$ cat config.mk
export PLATFORM = sky130hd
export DESIGN_NAME = ram_dma
export DESIGN_NICKNAME = d
export VERILOG_FILES = /design/src/rtl/hack_mem_pkg.sv /design/src/rtl/ram_dma.sv
export SDC_FILE = /design/constraint.sdc
export NUM_CORES = 1
export LEC_CHECK = 0
export BUFFER_PORTS_ARGS = -buffer_cell sky130_fd_sc_hd__buf_2
export CAP_MARGIN = 10
export CELL_PAD_IN_SITES_DETAIL_PLACEMENT = 0
export CELL_PAD_IN_SITES_GLOBAL_PLACEMENT = 2
export CORE_MARGIN = 5
export CORE_UTILIZATION = 29
export CTS_CLUSTER_DIAMETER = 60
export DETAILED_ROUTE_END_ITERATION = 8
export MAX_ROUTING_LAYER = met4
export PLACE_DENSITY = 0.78
export SKIP_CTS_REPAIR_TIMING = 1
export SLEW_MARGIN = 10
export SYNTH_ARGS = -nofsm -noshare
export SYNTH_HDL_FRONTEND = slang
export SYNTH_SLANG_ARGS = --single-unit
$ cat constraint.sdc
create_clock -name clk -period 1.9 [get_ports clk]
set_input_delay 0.38 -clock clk [delete_from_list [all_inputs] [get_ports clk]]
set_output_delay 0.38 -clock clk [all_outputs]
set_load 0.02 [all_outputs]
$ cat src/rtl/hack_mem_pkg.sv
// Shared definitions for the RAM DMA engine: default widths and the FSM state type.
package hack_mem_pkg;

  localparam int unsigned ADDR_W_DEF = 16;
  localparam int unsigned DATA_W_DEF = 16;

  typedef enum logic [2:0] {
    ST_IDLE  = 3'd0,
    ST_READ  = 3'd1,
    ST_WRITE = 3'd2,
    ST_FILL  = 3'd3,
    ST_DONE  = 3'd4
  } dma_state_e;

endpackage

$ cat src/rtl/ram_dma.sv
// ram_dma: copy/fill DMA engine driving a single-port RAM with combinational read.
// Ports:
//   clk, rst_n          - clock, asynchronous active-low reset
//   start, mode         - request pulse (sampled in IDLE); 0 = copy, 1 = fill
//   src, dst, len       - source base, destination base, word count
//   fill_val            - fill pattern
//   abort               - cancel an active transfer (wins over start in IDLE)
//   mem_address/in/load - RAM address, write data, write enable
//   mem_out             - RAM read data, valid in the same cycle as mem_address
//   busy, done          - transfer active; one-cycle completion pulse
//   words_done          - words written in the current/last transfer
module ram_dma
  import hack_mem_pkg::*;
#(
  parameter int unsigned ADDR_W = ADDR_W_DEF,
  parameter int unsigned DATA_W = DATA_W_DEF
) (
  input  logic              clk,
  input  logic              rst_n,
  input  logic              start,
  input  logic              mode,
  input  logic [ADDR_W-1:0] src,
  input  logic [ADDR_W-1:0] dst,
  input  logic [ADDR_W-1:0] len,
  input  logic [DATA_W-1:0] fill_val,
  input  logic              abort,
  output logic [ADDR_W-1:0] mem_address,
  output logic [DATA_W-1:0] mem_in,
  output logic              mem_load,
  input  logic [DATA_W-1:0] mem_out,
  output logic              busy,
  output logic              done,
  output logic [ADDR_W-1:0] words_done
);

  dma_state_e        state_q, state_d;
  logic [ADDR_W-1:0] src_q, src_d;
  logic [ADDR_W-1:0] dst_q, dst_d;
  logic [ADDR_W-1:0] rem_q, rem_d;
  logic [ADDR_W-1:0] words_q, words_d;
  logic [DATA_W-1:0] fill_q, fill_d;
  logic [DATA_W-1:0] data_q, data_d;

  // State and datapath registers
  always_ff @(posedge clk or negedge rst_n) begin
    if (!rst_n) begin
      state_q <= ST_IDLE;
      src_q   <= '0;
      dst_q   <= '0;
      rem_q   <= '0;
      words_q <= '0;
      fill_q  <= '0;
      data_q  <= '0;
    end else begin
      state_q <= state_d;
      src_q   <= src_d;
      dst_q   <= dst_d;
      rem_q   <= rem_d;
      words_q <= words_d;
      fill_q  <= fill_d;
      data_q  <= data_d;
    end
  end

  // Next-state and datapath update
  always_comb begin
    state_d = state_q;
    src_d   = src_q;
    dst_d   = dst_q;
    rem_d   = rem_q;
    words_d = words_q;
    fill_d  = fill_q;
    data_d  = data_q;
    unique case (state_q)
      ST_IDLE: begin
        if (start && !abort) begin
          words_d = '0;
          if (len == '0) begin
            state_d = ST_DONE;
          end else begin
            src_d   = src;
            dst_d   = dst;
            rem_d   = len;
            fill_d  = fill_val;
            state_d = mode ? ST_FILL : ST_READ;
          end
        end
      end
      ST_READ: begin
        data_d  = mem_out;
        state_d = abort ? ST_IDLE : ST_WRITE;
      end
      ST_WRITE: begin
        // The write in this cycle lands even when aborted, so it is counted.
        src_d   = src_q + ADDR_W'(1);
        dst_d   = dst_q + ADDR_W'(1);
        words_d = words_q + ADDR_W'(1);
        rem_d   = rem_q - ADDR_W'(1);
        if (abort)                      state_d = ST_IDLE;
        else if (rem_q == ADDR_W'(1))   state_d = ST_DONE;
        else                            state_d = ST_READ;
      end
      ST_FILL: begin
        dst_d   = dst_q + ADDR_W'(1);
        words_d = words_q + ADDR_W'(1);
        rem_d   = rem_q - ADDR_W'(1);
        if (abort)                      state_d = ST_IDLE;
        else if (rem_q == ADDR_W'(1))   state_d = ST_DONE;
        else                            state_d = ST_FILL;
      end
      ST_DONE: state_d = ST_IDLE;
      default: state_d = ST_IDLE;
    endcase
  end

  // RAM port and status decode; depends only on registered state
  always_comb begin
    mem_address = '0;
    mem_in      = '0;
    mem_load    = 1'b0;
    unique case (state_q)
      ST_READ:  mem_address = src_q;
      ST_WRITE: begin
        mem_address = dst_q;
        mem_in      = data_q;
        mem_load    = 1'b1;
      end
      ST_FILL: begin
        mem_address = dst_q;
        mem_in      = fill_q;
        mem_load    = 1'b1;
      end
      default: ;
    endcase
  end

  assign busy       = (state_q == ST_READ) || (state_q == ST_WRITE) || (state_q == ST_FILL);
  assign done       = (state_q == ST_DONE);
  assign words_done = words_q;

endmodule

== Yosys cells after proc, flatten, opt, wreduce, memory -nomap -nowiden ==
Cells that the tools add are included.
Widths: inputs -> output; s select.

* Bits in registers: 99
* Word-level logic and storage cells: 55

* Add/sub/neg operators: 4
* Eq/ne operators: 7
* Mux-type cells: 23
* Bitwise operators: 1
* Reductions and logical operators: 13

{| class="wikitable"
|+ Operator list
! operator !! count
|-
| $pmux 16 s2 || 6
|-
| $mux 16 || 7
|-
| $add 16x1->16 const B || 3
|-
| $mux 3 || 6
|-
| $eq 16x1->1 const B || 1
|-
| $logic_not 16->1 || 1
|-
| $sub 16x1->16 const B || 1
|-
| $pmux 3 s4 || 1
|-
| $reduce_and 3->1 || 3
|-
| $eq 3x2->1 const B || 2
|-
| $mux 2 || 2
|-
| $ne 2x2->1 const B || 2
|-
| $reduce_bool 2->1 || 2
|-
| $eq 3x1->1 const B || 1
|-
| $eq 3x3->1 const B || 1
|-
| $logic_not 3->1 || 1
|-
| $logic_or 1x1->1 || 2
|-
| $reduce_and 2->1 || 1
|-
| $reduce_or 2->1 || 1
|-
| $logic_and 1x1->1 || 1
|-
| $logic_not 1->1 || 1
|-
| $mux 1 || 1
|-
| $not 1->1 || 1
|}

== Depth between registers and ports, before layout ==
* Depth in word-level cells: 4
* Depth in mapped cells: 9
* Gate-level depth less buffers: 6

== Worst setup path before layout ==
No wires, ideal clock.

* Path type: flip-flop to output port
* Start point: register state_q[0]
* End point: output mem_in[0]
* Arrival time: 1.767 ns
* Required time: 1.520 ns
* Slack: -0.247 ns
* Cell stages (with the launch flop): 6
* Path buffers: 3
* Cell sequence: dfrtp_1 buf_2 buf_1 buf_1 mux2i_1 nor2_1

* Word-level cells in the longest chain between the ends: 2
* Elaborated cells on any way between the ends: 3
* Those cells by class: 2 x eq/ne; 1 x mux

{| class="wikitable"
|+ Ends and longest elaborated chain
! what !! line !! RTL
|-
| from (decl) || ram_dma.sv:36 || <nowiki>dma_state_e state_q, state_d;</nowiki>
|-
| from (signal assigned) || ram_dma.sv:55 || <nowiki>state_q <= state_d;</nowiki>
|-
| $eq 3x2->1 || ram_dma.sv:121 || <nowiki>unique case (state_q)</nowiki>
|-
| $pmux 16 s2 * || ram_dma.sv:121 ||
|-
| to (decl) || ram_dma.sv:28 || <nowiki>output logic [DATA_W-1:0] mem_in,</nowiki>
|}

Mark *: on every way between the ends. The rest lies on a longest branch, timed or not.

== Final worst setup path ==
* Start point: register state_q[1]
* End point: output mem_address[6]

* Word-level cells in the longest chain between the ends: 3
* Elaborated cells on any way between the ends: 5
* Those cells by class: 3 x eq/ne; 1 x mux; 1 x reduce/logical

{| class="wikitable"
|+ Ends and longest elaborated chain
! what !! line !! RTL
|-
| $eq 3x2->1 || ram_dma.sv:121 ||
|-
| $reduce_or 2->1 (no line) || -- ||
|-
| $pmux 16 s2 * || ram_dma.sv:121 ||
|-
| to (decl) || ram_dma.sv:27 || <nowiki>output logic [ADDR_W-1:0] mem_address,</nowiki>
|}

Marked as above.

==> reports/results.ini <==
[worst_setup_path]
r2r_end=state_q[2]$_DFFE_PN0P_
start_kind=register
required_ps=1520
slowest_stage=dfrtp_1
crit_buf_inv=4
rrSetupSlack_ps=-120
cpPeakStageDelay_ps=400
cp_max_fo=6
cp.arrival_ps=1730
crit_path_end_kind=output port
criticalPathCategory=register to output port
cpLargestDelayFamily=buffers and inverters
r2r-start=rem_q[6]$_DFFE_PN0P_
path_cells=buf_6 > inv_4 > nand2_4 > nor2_4 > clkbuf_16 > a22o_1 > buf_6
reg2regPathDepth=5
cp_common_cell=buf_6

[clock_tree]
cts_tree=done
clk_pin_slew_ps=80
cts_root_buffer=clkbuf_16
cts_sinks=99
cts_buffers=9
clockBufferDepth=2
clkLatencyLatePin_ps=360
htreeDepth=3

[timing]
slew_violations=0
rsz0062_at_grt=yes
setup_ws_ps=-210
clock_skew_ps=15.5
relSlewSlack_pct=57.8
hold_violations=0
tightest_slew_ps=634
period_share_pct=111
fmax_ghz=0.474
timing.final.crit_period_ps=2110
setup_viol=48

[placement]
dp_hpwl_um=12100
place_congestion=0.865
numPortBuffers=135
dp_cells=974
detailed_place.area_um2=6770
place_ws_ps=-358

[final_layout]
fillers=1750
fin_cells=1024
area_growth_pct=52.0
layout-drive-gt1-share_pct=44.7
final_nets=879
fin_area_um2=8030

[logic_synthesis]
post-synth-top-area-cell=dfrtp_1
synth_mux_area_share_pct=6.44
netlist_instances=571
synth-simple-area-share_pct=24.1
yosys_warnings=0
synthAdderAreaFrac_pct=1.18
synth_top_cells_by_area=dfrtp_1 47%, nand2_1 6.5%, nor2_1 4.8%, mux2_2 3.4%, mux2i_1 3.0%
avgSynthCellArea_um2=9.25
synth_seq_cells=99
synth_top_family_by_area=simple AND/OR/NAND/NOR gates
syn_area_um2=5280
synth_compound_area_share_pct=15.5
async_reset_ff_share_pct=100
yosys_most_used_dff=dfrtp_1
synth_cell_type_count=59
synth_edf_count=0
synth_xor_area_share_pct=2.32
syn-num-nets=661
seq_area_frac_synth_pct=46.9
synth_top_area_share_pct=46.9

[drt]
vias=5237
dr.pass1.iters=4
remaining_drc_errors=0
routed_wl_um=18200
drt_iter0_markers=239
via_per_inst=5.11
wire_per_inst_um=17.8
drtAntennaViolNets=0

[floorplanning]
num_io_pins=136
dieHeight_um=145
start_util_pct=29.4
core_area_um2=18000
die_area_um2=21000
fp.dieW_um=145
rows=49

[grt]
grt_overflow=0
grt_start_max_net_pins=100
antenna_found_initial=1
grt_pass1_vias=5263
grt_pass1_wl_um=27000
grtUsageTotal_pct=16.0

[status]
violations=setup timing
status=finished with violations

[power]
pwr-share-comb_pct=53.2
power_w=0.0121
internal_power_w=0.00716
p_seq_share_pct=31.4
power_leakage_nw=3.69
powerDensity_nw_per_um2=1500
power_frac_clock_pct=15.4
max-vdd-ir-drop_v=0.000636
swShare_pct=40.6
switchingPower_w=0.00489

[worst_hold_path]
min_path_type=input port to async pin

[run]
max_cap_violations=0

-- layout make-up --
cell class | instances | area (um2) | area share (%)
Clock inverter | 7 | 66.3 | 0.826
Multi-Input combinational cell | 429 | 2990 | 37.3
Tap cell | 229 | 287 | 3.57
Clock buffer | 9 | 225 | 2.81
Sequential cell | 99 | 2480 | 30.9
Timing Repair Buffer | 239 | 1930 | 24.0
Inverter | 11 | 46.3 | 0.577
Antenna cell | 1 | 2.50 | 0.0312
-- per-stage QoR --
stage          hold slack (ps)  utilization [%]  setup TNS, ps
2_1_floorplan             84.4                -           -117
3_3_place_gp               459             37.7         -15800
3_5_place_dp               469             37.7         -16360
4_1_cts                    105             39.3         -13840
5_1_grt                    133             44.7          -8470
6_report                  10.5             44.7          -3400
-- sequential cells by signal (all words and copies together) (netlist names) --
name	count
data_q	16
src_q	16
fill_q	16
state_q	3
rem_q	16
dst_q	16
words_done	16
-- cell usage after synthesis (7+ instances only) --
cell type   n
o211ai_1    7
o21ai_0    13
dfrtp_1    99
mux2_2     16
buf_1       7
nand2_1    91
and3_1     11
clkbuf_1   16
mux2i_1    16
nor4_1      7
nor2_1     67
a21oi_1    19
nand2b_1    7
inv_1      11
a22o_1     14
or3_1       7
nand3_1    22
nand4_1     9
xor2_1      8
buf_2       9
nor3_1     18
a211oi_1   18
-- cell usage in the layout, fill, tap and decap left out, types with 6 or more instances in the layout --
cell	n
clkbuf_16	16
dfrtp_1	97
a21oi_1	15
a22o_1	14
mux2_2	16
and3_1	10
o211ai_1	7
nor2_2	13
xor2_1	8
a211oi_1	15
nand4_1	9
xnor2_1	6
nand3_1	18
buf_2	103
nand2_1	83
buf_4	82
buf_6	34
o21ai_0	7
nor3_1	14
nor2_1	50
buf_12	9
mux2i_1	16
nand2_2	6
inv_1	9
-- per-layer routing --
metal,vias up,track usage [%],routed length [um],part of all wire (%)
met1,2579,20.8,8290,46
met3,19,2.49,779,4.3
li1,2511,-,-,-
met5,-,-,0,0
met2,128,25.1,8790,48
met4,0,6.03,327,1.8
-- kinds of logic (layout without fill, tap and decap cells) --
group / count (synthesis) / after routing
xor+xnor: 14 / 14
other cells: 0 / 1
buf+inv: 44 / 266
mux: 32 / 32
fa+ha+maj: 5 / 5
simple gates: 265 / 266
compound gates: 112 / 112
flops: 99 / 99
-- power by group through the flow --
stage          Combinational (W)  Clock [W]  Sequential (W)
6_report                 0.00641    0.00186         0.00378
2_1_floorplan            0.00306          0         0.00362
5_1_grt                  0.00691    0.00198         0.00390
4_1_cts                  0.00500    0.00192         0.00373
3_5_place_dp             0.00498          0         0.00376
3_3_place_gp             0.00489          0         0.00373
-- worst max path at each step --
| stage | from | to | slack [ps] | depth (start not counted) |
|---|---|---|---|---|
| 6_report | state_q[1]$_DFFE_PN0P_ | mem_address[6] | -210 | 7 |
| 5_1_grt | state_q[1]$_DFFE_PN0P_ | mem_address[6] | -270 | 7 |
| 4_1_cts | state_q[0]$_DFFE_PN0P_ | mem_address[6] | -490 | 6 |
| 3_5_place_dp | len[0] | src_q[12]$_DFFE_PN0P_ | -360 | 7 |
| 3_3_place_gp | len[0] | src_q[12]$_DFFE_PN0P_ | -310 | 7 |
| 2_1_floorplan | rem_q[6]$_DFFE_PN0P_ | state_q[2]$_DFFE_PN0P_ | -110 | 6 |
(Power assumes the default switching activity.)
